[config.mk]
export PLATFORM = sky130hd
export DESIGN_NAME = mem_arbiter_flat
export DESIGN_NICKNAME = d
export VERILOG_FILES = /design/src/rtl/mem_arb_pkg.sv /design/src/rtl/mem_arbiter_if.sv /design/src/rtl/mem_arb_prio.sv /design/src/rtl/mem_arbiter.sv /design/src/flat_wrapper.sv
export SDC_FILE = /design/constraint.sdc
export NUM_CORES = 1
export LEC_CHECK = 0
export CORE_MARGIN = 5
export CORE_UTILIZATION = 44
export CTS_BUF_LIST = sky130_fd_sc_hd__clkbuf_4 sky130_fd_sc_hd__clkbuf_8
export DETAILED_ROUTE_END_ITERATION = 16
export GPL_TIMING_DRIVEN = 0
export PLACE_DENSITY = 0.8
export SYNTH_ARGS = -nofsm -noshare
export SYNTH_HDL_FRONTEND = slang
export SYNTH_SLANG_ARGS = --single-unit
[constraint.sdc]
create_clock -name clk -period 2.3 [get_ports clk]
set_clock_uncertainty 0.15 [all_clocks]
set_input_delay 0.23 -clock clk [delete_from_list [all_inputs] [get_ports clk]]
set_output_delay 0.23 -clock clk [all_outputs]
set_load 0.01 [all_outputs]
[src/rtl/mem_arb_pkg.sv]
// mem_arb_pkg: shared types and constants for the unified I/D memory arbiter.
//   state_e : arbiter FSM states
//   owner_e : which requester owns the transaction in flight
//   LAT_W   : width of the read-latency down-counter (MEM_LAT up to 8)
//   STARVE_W: width of the fetch starvation counter (STARVE_LIMIT up to 15)
package mem_arb_pkg;
  localparam int LAT_W    = 4;
  localparam int STARVE_W = 4;

  typedef enum logic [1:0] {IDLE, WRITE, READ, RESP} state_e;
  typedef enum logic {OWN_I = 1'b0, OWN_D = 1'b1} owner_e;
endpackage

[src/rtl/mem_arbiter_if.sv]
// mem_arbiter_if: request/response bundle between the fetch (I) and data (D)
// requesters, the arbiter, and the single-port SRAM macro.
//   slave  : arbiter view (takes requests and mem_rdata, drives grants/responses/mem_*)
//   master : environment view (requesters + memory macro)
interface mem_arbiter_if #(
  parameter int ADDR_W = 16,
  parameter int DATA_W = 32
);
  logic              i_req;
  logic [ADDR_W-1:0] i_addr;
  logic              i_gnt;
  logic              i_rvalid;
  logic [DATA_W-1:0] i_rdata;

  logic              d_req;
  logic [ADDR_W-1:0] d_addr;
  logic [3:0]        d_wen;
  logic [DATA_W-1:0] d_wdata;
  logic              d_gnt;
  logic              d_rvalid;
  logic [DATA_W-1:0] d_rdata;

  logic [ADDR_W-1:0] mem_addr;
  logic [3:0]        mem_wen;
  logic [DATA_W-1:0] mem_wdata;
  logic [DATA_W-1:0] mem_rdata;

  modport slave (
    input  i_req, i_addr, d_req, d_addr, d_wen, d_wdata, mem_rdata,
    output i_gnt, i_rvalid, i_rdata, d_gnt, d_rvalid, d_rdata,
           mem_addr, mem_wen, mem_wdata
  );

  modport master (
    output i_req, i_addr, d_req, d_addr, d_wen, d_wdata, mem_rdata,
    input  i_gnt, i_rvalid, i_rdata, d_gnt, d_rvalid, d_rdata,
           mem_addr, mem_wen, mem_wdata
  );
endinterface

[src/rtl/mem_arb_prio.sv]
// mem_arb_prio: winner select between fetch (I) and data (D) plus the
// starvation counter that forces an I grant after STARVE_LIMIT consecutive
// D grants taken while I was waiting.
//   clk, rst       : clock, async active-low reset
//   i_en           : arbitration window (FSM idle and out of reset)
//   i_ireq, i_dreq : raw requests
//   o_iwin, o_dwin : one-hot (or none) winner, combinational
module mem_arb_prio
  import mem_arb_pkg::*;
#(
  parameter int STARVE_LIMIT = 4
) (
  input  logic clk,
  input  logic rst,
  input  logic i_en,
  input  logic i_ireq,
  input  logic i_dreq,
  output logic o_iwin,
  output logic o_dwin
);
  logic [STARVE_W-1:0] r_starve_cnt;
  logic                w_forced;

  assign w_forced = i_ireq && (r_starve_cnt == STARVE_W'(STARVE_LIMIT));
  assign o_dwin   = i_en && i_dreq && !w_forced;
  assign o_iwin   = i_en && i_ireq && !o_dwin;

  // Counts D grants taken over a waiting fetch; any grant with I idle resets it.
  always_ff @(posedge clk or negedge rst) begin
    if (!rst) begin
      r_starve_cnt <= '0;
    end else if (o_dwin) begin
      if (!i_ireq)
        r_starve_cnt <= '0;
      else if (r_starve_cnt != STARVE_W'(STARVE_LIMIT))
        r_starve_cnt <= r_starve_cnt + 1'b1;
    end else if (o_iwin) begin
      r_starve_cnt <= '0;
    end
  end
endmodule

[src/rtl/mem_arbiter.sv]
// mem_arbiter: shares one single-port SRAM between instruction fetch (I,
// read-only) and data memory (D, read/write). D has priority; a starvation
// counter guarantees fetch progress. Reads take MEM_LAT+2 cycles of
// occupancy (grant, MEM_LAT in READ, RESP), writes take 2 (grant, WRITE).
//   clk, rst : clock, asynchronous active-low reset
//   bus      : mem_arbiter_if.slave (requests, grants, responses, mem_*)
//   busy     : high whenever the FSM is not in IDLE
// Optional build macro MEM_ARB_PERF_CNT_EN adds:
//   conflict_cnt : IDLE cycles with both requests pending (wraps)
//   starve_hits  : I grants forced by the starvation rule (saturates)
// ADDR_W/DATA_W must match the parameters of the connected interface.
module mem_arbiter
  import mem_arb_pkg::*;
#(
  parameter int ADDR_W       = 16,
  parameter int DATA_W       = 32,
  parameter int MEM_LAT      = 1,
  parameter int STARVE_LIMIT = 4
) (
  input  logic               clk,
  input  logic               rst,
  mem_arbiter_if.slave       bus,
  output logic               busy
`ifdef MEM_ARB_PERF_CNT_EN
  ,
  output logic [31:0]        conflict_cnt,
  output logic [15:0]        starve_hits
`endif
);
  state_e            r_state, w_next;
  owner_e            r_owner;
  logic [LAT_W-1:0]  r_lat_cnt;
  logic [ADDR_W-1:0] r_mem_addr;
  logic [3:0]        r_mem_wen;
  logic [DATA_W-1:0] r_mem_wdata;
  logic [DATA_W-1:0] r_i_rdata, r_d_rdata;
  logic              w_idle, w_iwin, w_dwin;

  // Gate arbitration with rst so no grant escapes while reset is held.
  assign w_idle = (r_state == IDLE) && rst;

  mem_arb_prio #(.STARVE_LIMIT(STARVE_LIMIT)) u_prio (
    .clk    (clk),
    .rst    (rst),
    .i_en   (w_idle),
    .i_ireq (bus.i_req),
    .i_dreq (bus.d_req),
    .o_iwin (w_iwin),
    .o_dwin (w_dwin)
  );

  assign bus.i_gnt     = w_iwin;
  assign bus.d_gnt     = w_dwin;
  assign bus.i_rvalid  = (r_state == RESP) && (r_owner == OWN_I);
  assign bus.d_rvalid  = ((r_state == RESP) && (r_owner == OWN_D)) || (r_state == WRITE);
  assign bus.i_rdata   = r_i_rdata;
  assign bus.d_rdata   = r_d_rdata;
  assign bus.mem_addr  = r_mem_addr;
  assign bus.mem_wen   = r_mem_wen;
  assign bus.mem_wdata = r_mem_wdata;
  assign busy          = (r_state != IDLE);

  always_comb begin
    w_next = r_state;
    unique case (r_state)
      IDLE:    if (w_dwin && |bus.d_wen) w_next = WRITE;
               else if (w_dwin || w_iwin) w_next = READ;
      WRITE:   w_next = IDLE;
      READ:    if (r_lat_cnt == LAT_W'(1)) w_next = RESP;
      RESP:    w_next = IDLE;
      default: w_next = IDLE;
    endcase
  end

  always_ff @(posedge clk or negedge rst) begin
    if (!rst) begin
      r_state     <= IDLE;
      r_owner     <= OWN_I;
      r_lat_cnt   <= '0;
      r_mem_addr  <= '0;
      r_mem_wen   <= '0;
      r_mem_wdata <= '0;
      r_i_rdata   <= '0;
      r_d_rdata   <= '0;
    end else begin
      r_state   <= w_next;
      // Byte enables live for exactly the WRITE cycle; cleared everywhere else.
      r_mem_wen <= '0;
      unique case (r_state)
        IDLE: begin
          if (w_dwin) begin
            r_owner     <= OWN_D;
            r_mem_addr  <= bus.d_addr;
            r_mem_wen   <= bus.d_wen;
            r_mem_wdata <= bus.d_wdata;
            r_lat_cnt   <= LAT_W'(MEM_LAT);
          end else if (w_iwin) begin
            r_owner     <= OWN_I;
            r_mem_addr  <= bus.i_addr;
            r_lat_cnt   <= LAT_W'(MEM_LAT);
          end
        end
        READ: begin
          r_lat_cnt <= r_lat_cnt - 1'b1;
          if (r_lat_cnt == LAT_W'(1)) begin
            if (r_owner == OWN_D) r_d_rdata <= bus.mem_rdata;
            else                  r_i_rdata <= bus.mem_rdata;
          end
        end
        default: ;
      endcase
    end
  end

`ifdef MEM_ARB_PERF_CNT_EN
  logic [31:0] r_conflict_cnt;
  logic [15:0] r_starve_hits;

  assign conflict_cnt = r_conflict_cnt;
  assign starve_hits  = r_starve_hits;

  // An I win while D is also requesting can only come from the starvation rule.
  always_ff @(posedge clk or negedge rst) begin
    if (!rst) begin
      r_conflict_cnt <= '0;
      r_starve_hits  <= '0;
    end else begin
      if (w_idle && bus.i_req && bus.d_req)
        r_conflict_cnt <= r_conflict_cnt + 1'b1;
      if (w_iwin && bus.d_req && (r_starve_hits != 16'hFFFF))
        r_starve_hits <= r_starve_hits + 1'b1;
    end
  end
`endif
endmodule
[src/flat_wrapper.sv]
// flat-port wrapper written by rule: the top's interface ports become plain ports
module mem_arbiter_flat import mem_arb_pkg::*;
#(
  parameter int ADDR_W       = 16,
  parameter int DATA_W       = 32,
  parameter int MEM_LAT      = 1,
  parameter int STARVE_LIMIT = 4
)
  (clk, rst, busy, bus_i_req, bus_i_addr, bus_d_req, bus_d_addr, bus_d_wen, bus_d_wdata, bus_mem_rdata, bus_i_gnt, bus_i_rvalid, bus_i_rdata, bus_d_gnt, bus_d_rvalid, bus_d_rdata, bus_mem_addr, bus_mem_wen, bus_mem_wdata);
  mem_arbiter_if #(.ADDR_W(ADDR_W), .DATA_W(DATA_W)) bus_i ();
  input  logic clk;
  input  logic rst;
  output logic busy;
  input wire logic [$bits(bus_i.i_req)-1:0] bus_i_req;
  input wire logic [$bits(bus_i.i_addr)-1:0] bus_i_addr;
  input wire logic [$bits(bus_i.d_req)-1:0] bus_d_req;
  input wire logic [$bits(bus_i.d_addr)-1:0] bus_d_addr;
  input wire logic [$bits(bus_i.d_wen)-1:0] bus_d_wen;
  input wire logic [$bits(bus_i.d_wdata)-1:0] bus_d_wdata;
  input wire logic [$bits(bus_i.mem_rdata)-1:0] bus_mem_rdata;
  output wire logic [$bits(bus_i.i_gnt)-1:0] bus_i_gnt;
  output wire logic [$bits(bus_i.i_rvalid)-1:0] bus_i_rvalid;
  output wire logic [$bits(bus_i.i_rdata)-1:0] bus_i_rdata;
  output wire logic [$bits(bus_i.d_gnt)-1:0] bus_d_gnt;
  output wire logic [$bits(bus_i.d_rvalid)-1:0] bus_d_rvalid;
  output wire logic [$bits(bus_i.d_rdata)-1:0] bus_d_rdata;
  output wire logic [$bits(bus_i.mem_addr)-1:0] bus_mem_addr;
  output wire logic [$bits(bus_i.mem_wen)-1:0] bus_mem_wen;
  output wire logic [$bits(bus_i.mem_wdata)-1:0] bus_mem_wdata;
  assign bus_i.i_req = bus_i_req;
  assign bus_i.i_addr = bus_i_addr;
  assign bus_i.d_req = bus_d_req;
  assign bus_i.d_addr = bus_d_addr;
  assign bus_i.d_wen = bus_d_wen;
  assign bus_i.d_wdata = bus_d_wdata;
  assign bus_i.mem_rdata = bus_mem_rdata;
  assign bus_i_gnt = bus_i.i_gnt;
  assign bus_i_rvalid = bus_i.i_rvalid;
  assign bus_i_rdata = bus_i.i_rdata;
  assign bus_d_gnt = bus_i.d_gnt;
  assign bus_d_rvalid = bus_i.d_rvalid;
  assign bus_d_rdata = bus_i.d_rdata;
  assign bus_mem_addr = bus_i.mem_addr;
  assign bus_mem_wen = bus_i.mem_wen;
  assign bus_mem_wdata = bus_i.mem_wdata;
  mem_arbiter #(.ADDR_W(ADDR_W), .DATA_W(DATA_W), .MEM_LAT(MEM_LAT), .STARVE_LIMIT(STARVE_LIMIT)) u_core (.clk(clk), .rst(rst), .bus(bus_i), .busy(busy));
endmodule
# ---- After elaboration in Yosys (flattened, before gate mapping)
# Index checks and enable logic that the tools add are counted.
dict set report classes {
  eq_ne 10
  reduce_logical 26
  add_sub_neg 2
  bitwise 1
  mux 17
}
# operator count
set ops {}
lappend ops {{$mux W16} 2}
lappend ops {{$mux W4} 8}
lappend ops {{$reduce_and A2 Y1} 5}
lappend ops {{$logic_and A1 B1 Y1} 9}
lappend ops {{$pmux W4 S2} 1}
lappend ops {{$mux W2} 3}
lappend ops {{$ne A3 B2 Y1 const B} 2}
lappend ops {{$pmux W2 S3} 1}
lappend ops {{$reduce_and A3 Y1} 2}
lappend ops {{$reduce_bool A2 Y1} 3}
lappend ops {{$add A4 B1 Y4 const B} 1}
lappend ops {{$eq A2 B2 Y1 const B} 2}
lappend ops {{$eq A4 B1 Y1 const B} 1}
lappend ops {{$eq A4 B3 Y1 const B} 1}
lappend ops {{$ne A4 B3 Y1 const B} 1}
lappend ops {{$reduce_or A4 Y1} 1}
lappend ops {{$sub A4 B1 Y4 const B} 1}
lappend ops {{$ne A3 B3 Y1 const B} 1}
lappend ops {{$eq A2 B1 Y1 const B} 1}
lappend ops {{$logic_not A1 Y1} 2}
lappend ops {{$logic_not A2 Y1} 1}
lappend ops {{$logic_or A1 B1 Y1} 2}
lappend ops {{$mux W1} 2}
lappend ops {{$ne A2 B1 Y1 const B} 1}
lappend ops {{other kinds (2)} 2}
dict set report word_totals {
  wordCells 65
  input_bits 104
  output_inout_bits 121
  ff_bits 127
}

# ---- Logic depth before layout (Yosys ltp)
dict set report depth {
  ltp_word 10
  mapped_depth 7
  mapped_depth_nobuf 5
}

# ---- By module
# Synthesis repeated with hierarchy kept, for this count alone.
dict set report hier_totals {
  hier_cells 328
  hier_area_um2 5093.6
}
# mod area_each_um2 n_inst seq_area_each_um2 cells_per_inst
set by_module_without_submodules {}
lappend by_module_without_submodules {mem_arbiter 4853.4 1 3078.0 304}
lappend by_module_without_submodules {mem_arb_prio 240.2 1 100.1 24}

# ---- Worst setup path after synthesis
# Ideal clock, no wire load.
dict set report synth_timing {
  path_type {register to register}
  start {register u_core.u_prio.r_starve_cnt[0]}
  end {register u_core.r_mem_wdata[10], in the netlist u_core.bus.mem_wdata[10]}
  required_ns 2.025
  stages_incl_launch_ff 8
  setup_ns 0.125
  synth_period_minus_slack_ns 2.049
  arrival_time_ns 1.774
  n_path_buf 2
  path_slack_ns 0.251
  cell_sequence {dfrtp_1 > inv_1 > ha_1 > and4b_1 > buf_2 > nor3_2 > buf_2 > mux2_2}
}
dict set report synth_via {
  elab_chain_len 5
}
# element line_no
set synth_rtl {}
lappend synth_rtl {{from (decl)} mem_arb_prio.sv:21} ;# logic [STARVE_W-1:0] r_starve_cnt;
lappend synth_rtl {{from (signal assigned)} mem_arb_prio.sv:36} ;# r_starve_cnt <= r_starve_cnt + 1'b1;
lappend synth_rtl {{$eq A4 B3 Y1} mem_arb_prio.sv:24} ;# assign w_forced = i_ireq && (r_starve_cnt == STARVE_W'(STARVE_LIMIT));
lappend synth_rtl {{$logic_and A1 B1 Y1} mem_arb_prio.sv:24}
lappend synth_rtl {{$logic_not A1 Y1} mem_arb_prio.sv:25} ;# assign o_dwin = i_en && i_dreq && !w_forced;
lappend synth_rtl {{$logic_and A1 B1 Y1} mem_arb_prio.sv:25}
lappend synth_rtl {{$reduce_and A2 Y1 (no line)} n/a}
lappend synth_rtl {{to (signal assigned)} mem_arbiter.sv:95} ;# r_mem_wdata <= bus.d_wdata;
lappend synth_rtl {{to (decl)} mem_arbiter.sv:35} ;# logic [DATA_W-1:0] r_mem_wdata;
# No other way between the ends.
# A chain may end at the register's enable or synchronous reset.

# ---- Worst setup path after layout
dict set report layout_timing {
  start {register u_core.r_state[0]}
  end {register u_core.r_i_rdata[16], in the netlist u_core.bus.i_rdata[16]}
}
dict set report layout_via {
  elab_chain_len 2
}
# element line_no
set layout_rtl {}
lappend layout_rtl {{from (decl)} mem_arbiter.sv:30} ;# state_e r_state, w_next;
lappend layout_rtl {{from (signal assigned)} mem_arbiter.sv:86} ;# r_state <= w_next;
lappend layout_rtl {{$eq A2 B2 Y1} mem_arbiter.sv:89} ;# unique case (r_state)
lappend layout_rtl {{$reduce_and A3 Y1 (no line)} n/a}
lappend layout_rtl {{to (signal assigned)} mem_arbiter.sv:107} ;# else r_i_rdata <= bus.mem_rdata;
lappend layout_rtl {{to (decl)} mem_arbiter.sv:36} ;# logic [DATA_W-1:0] r_i_rdata, r_d_rdata;
# No other way between the ends.

==> out/qor.txt <==
=====================================================================================
Sum of met3 wire segment lengths after detailed routing ................      1.48 mm
Outcome ................................................................ complete, but fails checks
WP data required .......................................................      2.46 ns
Average wire per cell in the routed design .............................      19.1 um
Core area ..............................................................   12,000 um2
Total of fill cells in the finished design .............................          807
Internal Pwr Total .....................................................      7.86 mW
Post-Route WL ..........................................................      15.0 mm
Pin count of the biggest net entering global routing ...................           68
DRC violation count after routing ......................................            0
Count of final max-slew check failures .................................            0
Failing checks ......................................................... negative hold slack
Number of I/O port buffers .............................................          223
Post-synthesis to final-layout area growth .............................        55.6%
H-tree lvl count .......................................................            4
Min Hold Slack .........................................................    -0.373 ns
Vias per cell ..........................................................         5.37
Number of CTS-inserted buffers .........................................           17
First-pass GRT wire length .............................................      24.0 mm
Synth warnings .........................................................            0
Most frequent cells in the layout ...................................... clkdlybuf4s50_1 (220), dfrtp_1 (126), mux2_2 (63)
Standard-cell row count ................................................           40
HP Class ............................................................... primary input to asynchronous set/reset pin
Global routing usage summed across all routing layers ..................        21.2%
Mean post-synth cell area ..............................................     14.3 um2
GRT Residual Overflow ..................................................            0
Crit-path max FO .......................................................           10
1st-iter DRT viols .....................................................          275
Period minus WS final ..................................................      2.20 ns
Routability congestion estimate from global placement ..................        0.867
Main synth FF type .....................................................      dfrtp_1
Post-synthesis share of cell area spent on and, or, nand and nor gates .        6.05%
Max IR drop VDD ........................................................     0.728 mV
P per Cell Area ........................................................  1360 nW/um2
Post-detail-place hpwl .................................................      11.4 mm
Complex-gate fraction of the synthesized area ..........................        7.74%
Switching share of power ...............................................        31.4%
Count of flip-flops with a built-in enable after synthesis .............            0
Number of I/O pins .....................................................          225
Netlist area before placement ..........................................     5400 um2
Clock slew at reported path FFs ........................................      0.07 ns
Largest family of logic cells by synthesized area ...................... multiplexers
Antenna Violating Nets Remaining .......................................            0
Worst flop-to-flop path startpoint ..................................... u_core.r_state[0]$_DFFE_PN0P_
Final setup vio count ..................................................            0
Height of the chip .....................................................       121 um
Path depth of the worst reg2reg path ...................................            5
Synthesized-area fraction occupied by xor and xnor cells ...............       0.324%
Final core occ .........................................................        69.9%
Via count ..............................................................        4,236
Post-synth cell types ..................................................           47
Timing-limited maximum frequency .......................................      455 MHz
Start-to-end type of the worst setup path .............................. flip-flop to flip-flop
R2R Path End ........................................................... u_core.bus.i_rdata[16]$_DFFE_PN0P_
Kind of launch point of the worst setup path ...........................    flip-flop
Highest routed layer ...................................................         met4
Die Area ...............................................................   14,600 um2
Max capacitance violation total ........................................            0
Number of detailed-routing iterations run before antenna repair ........            7
Total clock sinks ......................................................          127
Post-synthesis sequential element count ................................          127
Effective utilization at floorplan .....................................        44.9%
Actual slew at the worst max-slew pin ..................................     0.591 ns
Most common cell after layout, fill and taps aside ..................... clkdlybuf4s50_1
Root cell of the clock tree ............................................     clkbuf_8
Worst-case headroom to the max-slew limit ..............................        60.6%
TritonCTS clock tree ...................................................         done
Critical Path End Type .................................................    flip-flop
DRT met1 WL ............................................................      6.13 mm
Sequential cell fraction of total power ................................        34.9%
Die width ..............................................................       121 um
Total met2 wirelength after detailed routing ...........................      7.27 mm
Sequential-to-total area share from yosys stat .........................        58.9%
Net count, final .......................................................          737
Synthesized Nets .......................................................          485
Share of layout cells above drive strength 1 ...........................        26.0%
Antenna diode instance count ...........................................            0
Synth async-reset ratio ................................................         100%
Insertion delay of the later-clocked pin in the worst-skew pair ........      0.42 ns
Final Hold Fails .......................................................           60
Cells after Synth ......................................................          377
Worst R2R Setup Slack ..................................................      0.10 ns
Clock network power share ..............................................        17.8%
Maximum number of buffers from clock root to sink ......................            2
Post-route clock period utilization ....................................        95.5%
Crit path arrival time .................................................      2.36 ns
Number of antenna violations at the first check in global routing ......            0
Total Power Consumption ................................................      11.5 mW
Post-Synth Adder-Cell Area .............................................       0.927%
Gate power share .......................................................        47.3%
Reported leakage power .................................................      3.58 nW
Via count of the first global-routing pass .............................        4,506
Net Sw Power ...........................................................      3.59 mW
Multiplexer area fraction after synthesis ..............................        22.3%
=====================================================================================
==> layout make-up <==
| class | instances | area, um2 | share of cell area [%] |
|---|---|---|---|
| Buffer | 27 | 200 | 2.38 |
| Clock buffer | 22 | 297 | 3.53 |
| Clock inverter | 10 | 134 | 1.59 |
| Inverter | 7 | 26.3 | 0.313 |
| Multi-Input combinational cell | 216 | 2050 | 24.4 |
| Sequential cell | 127 | 3180 | 37.9 |
| Tap cell | 147 | 184 | 2.19 |
| Timing Repair Buffer | 233 | 2320 | 27.7 |
==> critical path: stages, from the launching register on <==
cell and delay [ns]:
dfrtp_1 0.46, nand2b_1 0.20, buf_6 0.15, nor4_4 0.35, buf_2 0.38, mux2_2 0.38
==> flip-flops by register name, indices dropped and copies added, names as in the netlist <==
signal                      flops
u_core.bus.d_rdata             32
u_core.bus.i_rdata             32
u_core.bus.mem_addr            16
u_core.bus.mem_wdata           32
u_core.bus.mem_wen              4
u_core.r_lat_cnt                4
u_core.r_owner                  1
u_core.r_state                  2
u_core.u_prio.r_starve_cnt      4
==> power groups by stage <==
stage                     Clock [mW]  Sequential [mW]  Combinational [mW]
after global placement             0             3.97                5.21
after floorplan                    0             4.42                2.02
after detailed placement           0             4.03                5.32
after global routing            2.18             4.16                5.80
final                           2.04             4.00                5.41
after CTS                       2.07             4.01                5.44
==> layer usage <==
metal	GRT usage, %	vias to the layer above
met5	0	-
met1	26.4	2088
met2	34.2	222
li1	-	1910
met4	6.52	0
met3	8.28	16
==> how the worst max path moves through the flow <==
| stage | from | end | slack (ns) | depth (start not counted) |
|---|---|---|---|---|
| after floorplan | u_core.u_prio.r_starve_cnt[0]$_DFFE_PN0P_ | u_core.bus.mem_wdata[10]$_DFFE_PN0P_ | 0.25 | 7 |
| after global placement | rst | bus_i_gnt | -4.67 | 5 |
| after detailed placement | rst | bus_d_gnt | -0.55 | 5 |
| after CTS | u_core.u_prio.r_starve_cnt[0]$_DFFE_PN0P_ | bus_i_gnt | 0.01 | 6 |
| after global routing | u_core.u_prio.r_starve_cnt[0]$_DFFE_PN0P_ | bus_d_gnt | -0.02 | 7 |
| final | u_core.r_state[0]$_DFFE_PN0P_ | u_core.bus.i_rdata[16]$_DFFE_PN0P_ | 0.10 | 5 |
==> per-stage QoR <==
step                setup TNS [ns]  setup slack (ns)  area [um2]  std cells
floorplan                        0             0.251        5400        377
global placement           -787.93             -4.67        7820        747
detailed placement          -11.94            -0.553        7840        748
CTS                              0            0.0128        8360        785
global route               -0.0590           -0.0217        8400        789
finish                           0             0.103        8400        789
==> logic make-up after synthesis <==
group	after synthesis
AOI/OAI and AO/OA	63
buffers and inverters	34
DFF	127
and+or+nand+nor	50
adders and majority gates	4
muxes	97
xor gates and xnor gates	2
==> cell usage after synthesis (2+ instances only) <==
master | n | share of area (%)
buf_6 | 2 | 0.42
clkbuf_1 | 11 | 0.76
nor2_1 | 3 | 0.21
mux2_4 | 30 | 8.3
a32o_1 | 3 | 0.56
and2_1 | 4 | 0.46
o31ai_1 | 16 | 2.2
buf_12 | 3 | 1.1
a21oi_1 | 18 | 1.7
mux2_1 | 4 | 0.83
nor3_1 | 2 | 0.19
xnor2_1 | 2 | 0.32
buf_2 | 10 | 0.93
nand2b_1 | 4 | 0.46
dfrtp_1 | 127 | 59
inv_1 | 6 | 0.42
nand4_1 | 18 | 2.1
o22ai_1 | 2 | 0.23
mux2_2 | 63 | 13
a31oi_1 | 16 | 1.9
nand2_1 | 4 | 0.28
ha_1 | 4 | 0.93
==> what timing repair did <==
item	in CTS	in global routing
resized for setup	18	5
hold endpoints to repair	60	60
pin swaps	1	3
setup buffers	5	4
endpoints found under the setup margin	48	4
(Power assumes the default switching activity.)
